[config.mk]
export PLATFORM = sky130hd
export DESIGN_NAME = dfd_list_sched
export DESIGN_NICKNAME = d
export VERILOG_FILES = /design/src/rtl/dfd_list_sched.sv
export SDC_FILE = /design/constraint.sdc
export NUM_CORES = 1
export LEC_CHECK = 0
export ABC_AREA = 1
export CAP_MARGIN = 20
export CORE_ASPECT_RATIO = 0.9
export CORE_MARGIN = 3
export CORE_UTILIZATION = 41
export CTS_BUF_LIST = sky130_fd_sc_hd__clkbuf_16
export DETAILED_ROUTE_END_ITERATION = 16
export PLACE_DENSITY = 0.76
export RECOVER_POWER = 25
export SYNTH_ARGS = -nofsm -noshare
export SYNTH_HDL_FRONTEND = slang
export SYNTH_SLANG_ARGS = --single-unit
[constraint.sdc]
create_clock -name CLOCK_50 -period 1.51 [get_ports CLOCK_50]
set_input_delay 0.2265 -clock CLOCK_50 [delete_from_list [all_inputs] [get_ports CLOCK_50]]
set_output_delay 0.2265 -clock CLOCK_50 [all_outputs]
set_load 0.02 [all_outputs]
[src/rtl/dfd_list_sched.sv]
// Round-robin scheduler sharing one list-producing dfd_* function between N requesters.
// Grants one requester, runs the call handshake, then streams elements to it with back-pressure.
module dfd_list_sched #(
    parameter int N       = 2,
    parameter int AW      = 8,
    parameter int DW      = 8,
    parameter int TIMEOUT = 1023
) (
    input  logic            CLOCK_50,
    input  logic            reset,
    input  logic [N-1:0]    cl_start,
    input  logic [N*AW-1:0] cl_arg0,
    input  logic [N*AW-1:0] cl_arg1,
    output logic [N-1:0]    cl_busy,
    output logic [DW-1:0]   cl_value,
    output logic [N-1:0]    cl_valid,
    input  logic [N-1:0]    cl_take,
    output logic [N-1:0]    cl_last,
    output logic [N-1:0]    cl_err,
    output logic            fn_ready,
    input  logic            fn_done,
    output logic [AW-1:0]   fn_arg0,
    output logic [AW-1:0]   fn_arg1,
    output logic            fn_req,
    input  logic            fn_ack,
    input  logic [DW-1:0]   fn_value,
    input  logic            fn_value_valid
);
    localparam int IW  = (N > 1) ? $clog2(N) : 1;
    localparam int WDW = (TIMEOUT > 0) ? $clog2(TIMEOUT + 1) : 1;

    typedef enum logic [2:0] {IDLE, CALL, FETCH, DELIVER, FINISH} state_t;

    state_t        state;
    logic [IW-1:0] rr_ptr;
    logic [IW-1:0] owner;
    logic [IW-1:0] pick;
    logic          pick_any;
    int unsigned   cand;
    logic [WDW-1:0] wd;
    logic [WDW:0]   wd_inc;
    logic           wd_expired;

    function automatic logic [N-1:0] hot(input logic [IW-1:0] i);
        hot = '0;
        hot[i] = 1'b1;
    endfunction

    // First pending requester at or above rr_ptr, wrapping past N-1.
    always_comb begin
        pick     = '0;
        pick_any = 1'b0;
        cand     = 0;
        for (int unsigned k = 0; k < N; k++) begin
            cand = int'(rr_ptr) + k;
            if (cand >= N) cand = cand - N;
            if (!pick_any && cl_start[cand[IW-1:0]]) begin
                pick     = cand[IW-1:0];
                pick_any = 1'b1;
            end
        end
    end

    always_comb begin
        wd_inc     = {1'b0, wd} + {{WDW{1'b0}}, 1'b1};
        wd_expired = (TIMEOUT != 0) && (wd_inc == (WDW+1)'(TIMEOUT));
    end

    always_ff @(posedge CLOCK_50) begin
        if (reset) begin
            state    <= IDLE;
            rr_ptr   <= '0;
            owner    <= '0;
            wd       <= '0;
            cl_busy  <= '0;
            cl_valid <= '0;
            cl_last  <= '0;
            cl_err   <= '0;
            cl_value <= '0;
            fn_ready <= 1'b0;
            fn_req   <= 1'b0;
            fn_arg0  <= '0;
            fn_arg1  <= '0;
        end else begin
            // Watchdog ticks only while waiting on the function; each transition below clears it.
            if ((state == CALL || state == FETCH) && !(&wd))
                wd <= wd_inc[WDW-1:0];
            case (state)
                IDLE: begin
                    if (pick_any) begin
                        owner    <= pick;
                        fn_arg0  <= cl_arg0[int'(pick)*AW +: AW];
                        fn_arg1  <= cl_arg1[int'(pick)*AW +: AW];
                        cl_busy  <= hot(pick);
                        fn_ready <= 1'b1;
                        wd       <= '0;
                        state    <= CALL;
                    end
                end
                CALL: begin
                    if (fn_done) begin
                        fn_req <= 1'b1;
                        wd     <= '0;
                        state  <= FETCH;
                    end else if (wd_expired) begin
                        cl_err <= hot(owner);
                        wd     <= '0;
                        state  <= FINISH;
                    end
                end
                FETCH: begin
                    if (fn_ack) begin
                        fn_req <= 1'b0;
                        wd     <= '0;
                        if (fn_value_valid) begin
                            cl_value <= fn_value;
                            cl_valid <= hot(owner);
                            state    <= DELIVER;
                        end else begin
                            cl_last <= hot(owner);
                            state   <= FINISH;
                        end
                    end else if (wd_expired) begin
                        fn_req <= 1'b0;
                        cl_err <= hot(owner);
                        wd     <= '0;
                        state  <= FINISH;
                    end
                end
                DELIVER: begin
                    if (cl_take[owner]) begin
                        cl_valid <= '0;
                        fn_req   <= 1'b1;
                        wd       <= '0;
                        state    <= FETCH;
                    end
                end
                FINISH: begin
                    cl_last  <= '0;
                    cl_err   <= '0;
                    cl_busy  <= '0;
                    fn_ready <= 1'b0;
                    wd       <= '0;
                    rr_ptr   <= (owner == IW'(N - 1)) ? '0 : owner + IW'(1);
                    state    <= IDLE;
                end
                default: state <= IDLE;
            endcase
        end
    end
endmodule

* After elaboration in Yosys (flattened, before gate mapping)
Cells that the tools add are included.
** Word-level totals
- Register bits after elaboration :: 49
- Input port bits :: 49
- Word-level logic and storage cells :: 115
** Cells by class
- $add $sub $neg :: 5
- $lt $le $gt $ge :: 8
- Equality and inequality tests :: 14
- Shift-type cells :: 2
- Mux-type cells :: 51
- Reductions and logical operators :: 22
** Operator list (count)
- 2-to-1 mux 10 bit :: 6
- one-hot mux 10 bit (5 select lines) :: 1
- indexed part select 16 x 5 -> 8 bit :: 2
- 2-to-1 mux 1 bit :: 20
- 2-to-1 mux 2 bit :: 9
- 2-to-1 mux 3 bit :: 6
- inequality test 2 bit (second input constant) :: 8
- one-hot mux 2 bit (2 select lines) :: 3
- one-hot mux 3 bit (4 select lines) :: 1
- adder 10 x 1 -> 11 bit (second input constant) :: 1
- equality test 11 x 10 -> 1 bit (second input constant) :: 1
- AND reduction 10 bit :: 1
- AND reduction 3 bit :: 3
- < comparator 1 x 2 -> 1 bit (second input constant) :: 4
- AND reduction 4 bit :: 2
- equality test 3 x 2 -> 1 bit (second input constant) :: 2
- one-hot mux 2 bit (3 select lines) :: 1
- AND reduction 2 bit :: 3
- nonzero test 2 bit :: 3
- nonzero test 3 bit :: 2
- logical AND 1 bit :: 4
- equality test 3 x 1 -> 1 bit (second input constant) :: 1
- equality test 3 bit (second input constant) :: 1
- logical NOT 3 bit :: 1
- other kinds (12) :: 16

* Depth between registers and ports, before layout
- Depth in word-level cells :: 14
- Depth in mapped cells :: 13

* Worst setup path before layout
Ideal clock, no wire load.
- Kind :: flip-flop to flip-flop
- Start :: register wd[0]
- End :: register wd[8]
- Library setup time :: 0.119 ns
- Data arrival time :: 1.509 ns
- Required time :: 1.391 ns
- Setup slack :: -0.118 ns
- Stages on the path, launching flop included :: 13
- Path through :: dfxtp_1 -> ha_1 -> nand2_2 -> nor2_2 -> nand2_1 -> nand2_2 -> nand3_2 -> nor2_4 -> nand2_4 -> nand2_4 -> nand2_4 -> nand2_8 -> nor3_2
** Between the ends
- Word-level cells in the longest chain between the ends :: 7
- Elaborated cells on any way between the ends :: 12
- Those cells by class :: add/sub: 1; eq/ne: 1; mux: 7; reduce/logical: 3
** Ends and longest elaborated chain
- start, declared :: RTL line 40 : logic [WDW-1:0] wd;
- start signal, assigned :: RTL line 87 : wd <= wd_inc[WDW-1:0];
- branches (longest 6 deep; another with adder 10 x 1 -> 11 bit)
- one-hot mux 10 bit (5 select lines) (*) :: RTL line 88 : case (state)
Every way passes the cells marked *.
A chain may end at the register's enable or synchronous reset.

* Worst setup path in the final report
- Start :: register wd[1]
- End :: register wd[0]
The elaborated chain is that of the path after synthesis.

==> out/results.txt <==
After clock tree synthesis, the clock-pin slew on the worst setup and hold paths is 0.07 ns. The max-cap violation count is 0, and the area of the core region is 5510 sq um. The count of synthesis-stage warnings from yosys is 0.

Among all cell types in the netlist, the one instantiated most often is sky130_fd_sc_hd__nand2_1. The initial antenna violation count is 0, and the number of sinks driven by the clock tree is 49. In this run the biggest area consumer among cell types represents 40.3% of the synthesized area. Multiplexer share of the synthesized area: 0%.

The weighted congestion reported at the end of routability-driven placement was 0.852. The slowest stage of the critical path is the sky130_fd_sc_hd__dfxtp_4 cell. The worst-case IR drop observed on VDD is 0.573 mV. For the total iterations of the first detailed-routing run, the log shows 4.

TritonCTS built the clock tree. The count of buffers inserted at the top-level ports was 82; the number of placement rows was 25. The logs give 503 for the instance count after placement with tap cells included and 93 for the starting DRC count in detailed routing.

The critical path is of the reg2reg type. Summing the areas of all xor and xnor instances in the mapped netlist gives 1.08% of the synthesized area. Once detail routing completed, the nets flagged for antenna violations numbered 0. Of all cell types, the one taking the most synthesized area is sky130_fd_sc_hd__dfxtp_1.

The synthesized netlist occupies a cell area of 2430 sq um. Cells with a size suffix above 1 make up 20.3% of the layout. Average routed wire per standard cell: 12.2 microns. Counting flops with a built-in enable in the synthesized netlist gives 0. Of the total synthesized cell area, the portion taken by AND, OR, NAND and NOR gates is 35.9%.

For this configuration, the core starts out at a cell density of 44.2%. The root buffer cell chosen for the clock tree is sky130_fd_sc_hd__clkbuf_16. The final number of max-transition violations is 0, and the peak clock frequency supported by timing is 609 MHz. The final reports fail on setup timing. Total via count after detailed routing: 2,504. The flow ran to the end, but the final reports show violations. Pin placement for this block handled 83 I/O pins.

Sorting the synthesized cells by how often they occur yields sky130_fd_sc_hd__nand2_1, sky130_fd_sc_hd__dfxtp_1, sky130_fd_sc_hd__nor2_1. The repair_antennas step left the layout with diodes totalling 0. The sequential area share after synthesis was 40.3%. The tools report the maximum number of pins on one net before global-route repair as 27. Summed over all layers, the global routing overflow is 0.

The final critical path takes up 109% of the cycle. The number of hold-slack violations in the final timing report was 0. After detailed routing, the number of remaining DRC violations is 0. The share of the synthesized area in compound gates (AO/OA/AOI/OAI) is 14.6%, and the setup violation total in the final timing report is 16. The count of placed standard cells in the final layout, fillers left out was 515; the cell depth of the worst setup path was 10.

The tools report the relative max-transition margin as 81.3%. Power comes to 0.00394 W. The leading register cell type out of synthesis was sky130_fd_sc_hd__dfxtp_1. The number of buffers created by CTS is 5, and the synthesized flop and latch total is 49. Compared with the post-synthesis result, the final layout area differs by 53.3%.

The type of element launching the critical path was a register. The synthesized netlist contains 36 unique library cells. Of all nets on the critical path, the largest fanout is 5. The data arrival time of the worst path came out at 1.82 ns.

When the netlist entered floorplanning its net count stood at 386. Walking the worst path, the cells encountered are ha_4 > xnor2_1 > nor2_1 > nand3_2 > nor2_4 > nand2_4 > nand2_4 > nand2_8 > nand2_8 > nor3_2. On the final layout, the worst clock skew is 0.00384 ns.

The combinational family with the most area after synthesis is simple AND/OR/NAND/NOR gates. Counting flops with an async set or reset pin after synthesis yields a share of 0%. The first global-routing pass estimated 10.5 mm of wire.

Setup repair after global routing could not meet its margin everywhere. The summed negative setup slack over all endpoints is -1.75 ns, and the time the final worst path needs with I/O delays and setup is 1.64 ns. The largest buffer count on any clock path was 2; the adder and majority cell fraction of the synthesized area was 1.03%.

The worst setup slack after layout was -0.131 ns; the leakage power was 1.53 nW. The cell count after synthesis came out at 335. Measured along the y axis, the die boundary spans 79.1 microns. The cell depth of the worst min-delay path came out at 2. Measured along the x axis, the die boundary spans 87.2 microns. The tools report the pre-CTS setup slack as -0.158 ns. The worst setup path is captured at a register. Data on the critical path is required at its endpoint by 1.69 ns. Broken down by cell family, the worst path's largest delay share belongs to simple AND/OR/NAND/NOR gates. The net count of the finished layout is 498. The tools report the CTS H-tree depth as 2. The overall global routing resource usage was 18.9%; the slew of the pin with the lowest slew margin was 0.280 ns. For the estimated wirelength of the detail-placed design, the log shows 4.68 mm. For the cts-stage hold buffer count, the log shows 0.

The number of global-route vias before repair was 2,392. The min-delay analysis places its worst path in the category reg2reg. The floorplan step defined a die boundary enclosing 6900 sq um. Averaged over all synthesized cells, the footprint is 7.27 sq um.

The buffers plus inverters on the worst setup path came out at 0. Dividing total power by cell area gives a power density of 1060 nW/um^2. The later-pin clock latency in the skew report came out at 0.28 ns.

Yosys attributes the largest share of cell area to sky130_fd_sc_hd__dfxtp_1, sky130_fd_sc_hd__nand2_1, sky130_fd_sc_hd__nor2_1, sky130_fd_sc_hd__inv_1, sky130_fd_sc_hd__o21ai_0. For the routed wire length, the log shows 6.31 mm. The maximum cell stage delay along the critical path came out at 0.37 ns. The length in cells of the worst reg-to-reg path is 10.

The ratio of routed vias to standard cells was 4.86.
==> area by class of cell <==
class / count / area, sq um
clock buffers: 5 / 125
multi-input cells: 243 / 1350
flip-flops and latches: 49 / 990
well taps: 67 / 83.8
inverters: 36 / 135
fillers: 483 / 1770
clock inverters: 3 / 16.3
repair buffers: 112 / 1030
==> registers in the layout, indices dropped and copies added, names as in the netlist, 2 cells and up <==
register / count
fn_arg0: 8
fn_arg1: 8
cl_value: 8
wd: 10
cl_valid: 2
state: 3
cl_busy: 2
cl_last: 2
cl_err: 2
==> cell families after synthesis <==
| group | after synthesis |
|---|---|
| adder cells (fa/ha/maj) | 2 |
| AND/OR/NAND/NOR | 175 |
| AO/OA/AOI/OAI | 62 |
| XOR/XNOR | 3 |
| flip-flops | 49 |
| buffers and inverters | 44 |
==> repair_timing <==
item                       in CTS  in global routing
buffers inserted                1                  2
gates cloned                    1                  0
pin swaps                      10                  6
gates resized for setup         8                 15
setup endpoints to repair      16                 28
==> routing by layer <==
metal  vias up  routed length (microns)  GRT usage [%]
li1       1302                        -              -
met1      1113                     2840           24.6
met2        83                     2830           30.0
met3         6                      575           7.05
met4         0                       60           4.14
met5         -                        0              0
==> report_power, final <==
group	internal [W]	leakage, nW	total [W]	switching, W
Combinational	0.000598	1.05	0.00134	0.000743
Clock	0.000609	0.0693	0.00108	0.000474
Sequential	0.00143	0.402	0.00152	0.0000921
Total	0.00264	1.53	0.00394	0.00131
==> through the flow <==
| step | hold WS, ns | cell area, sq um | utilization (%) |
|---|---|---|---|
| global route | 0.499 | 3730 | 67.8 |
| CTS | 0.474 | 3740 | 67.9 |
| detailed placement | 0.461 | 3550 | 64.5 |
| floorplan | 0.361 | 2450 | - |
| finish | 0.467 | 3730 | 67.8 |
| global placement | 0.448 | 3550 | 64.5 |
==> cell usage in the layout, fill, tap and decap left out, types with 8 or more instances in the layout <==
| master | n |
|---|---|
| sky130_fd_sc_hd__nand2_1 | 90 |
| sky130_fd_sc_hd__a31oi_1 | 16 |
| sky130_fd_sc_hd__clkdlybuf4s50_1 | 76 |
| sky130_fd_sc_hd__buf_4 | 27 |
| sky130_fd_sc_hd__nand3_1 | 8 |
| sky130_fd_sc_hd__nor2_2 | 11 |
| sky130_fd_sc_hd__inv_1 | 28 |
| sky130_fd_sc_hd__dfxtp_1 | 46 |
| sky130_fd_sc_hd__nor2_1 | 32 |
| sky130_fd_sc_hd__a21oi_1 | 17 |
| sky130_fd_sc_hd__o21ai_0 | 19 |
==> path summary, 6_finish.rpt <==
| path | startpoint | endpoint | slack (ns) |
|---|---|---|---|
| worst max-delay path | wd[1] | wd[0] | -0.13 |
| worst min-delay path | cl_valid[0] | cl_valid[0] | 0.47 |
| worst max register to register | wd[1] | wd[0] | -0.13 |
| worst min register to register | cl_valid[0] | cl_valid[0] | 0.47 |
==> worst min-delay path, stage by stage (launching register included) <==
cell and delay, ns:
sky130_fd_sc_hd__dfxtp_1 0.31, sky130_fd_sc_hd__nand2_1 0.06, sky130_fd_sc_hd__a21oi_1 0.05
(Power assumes the default switching activity.)
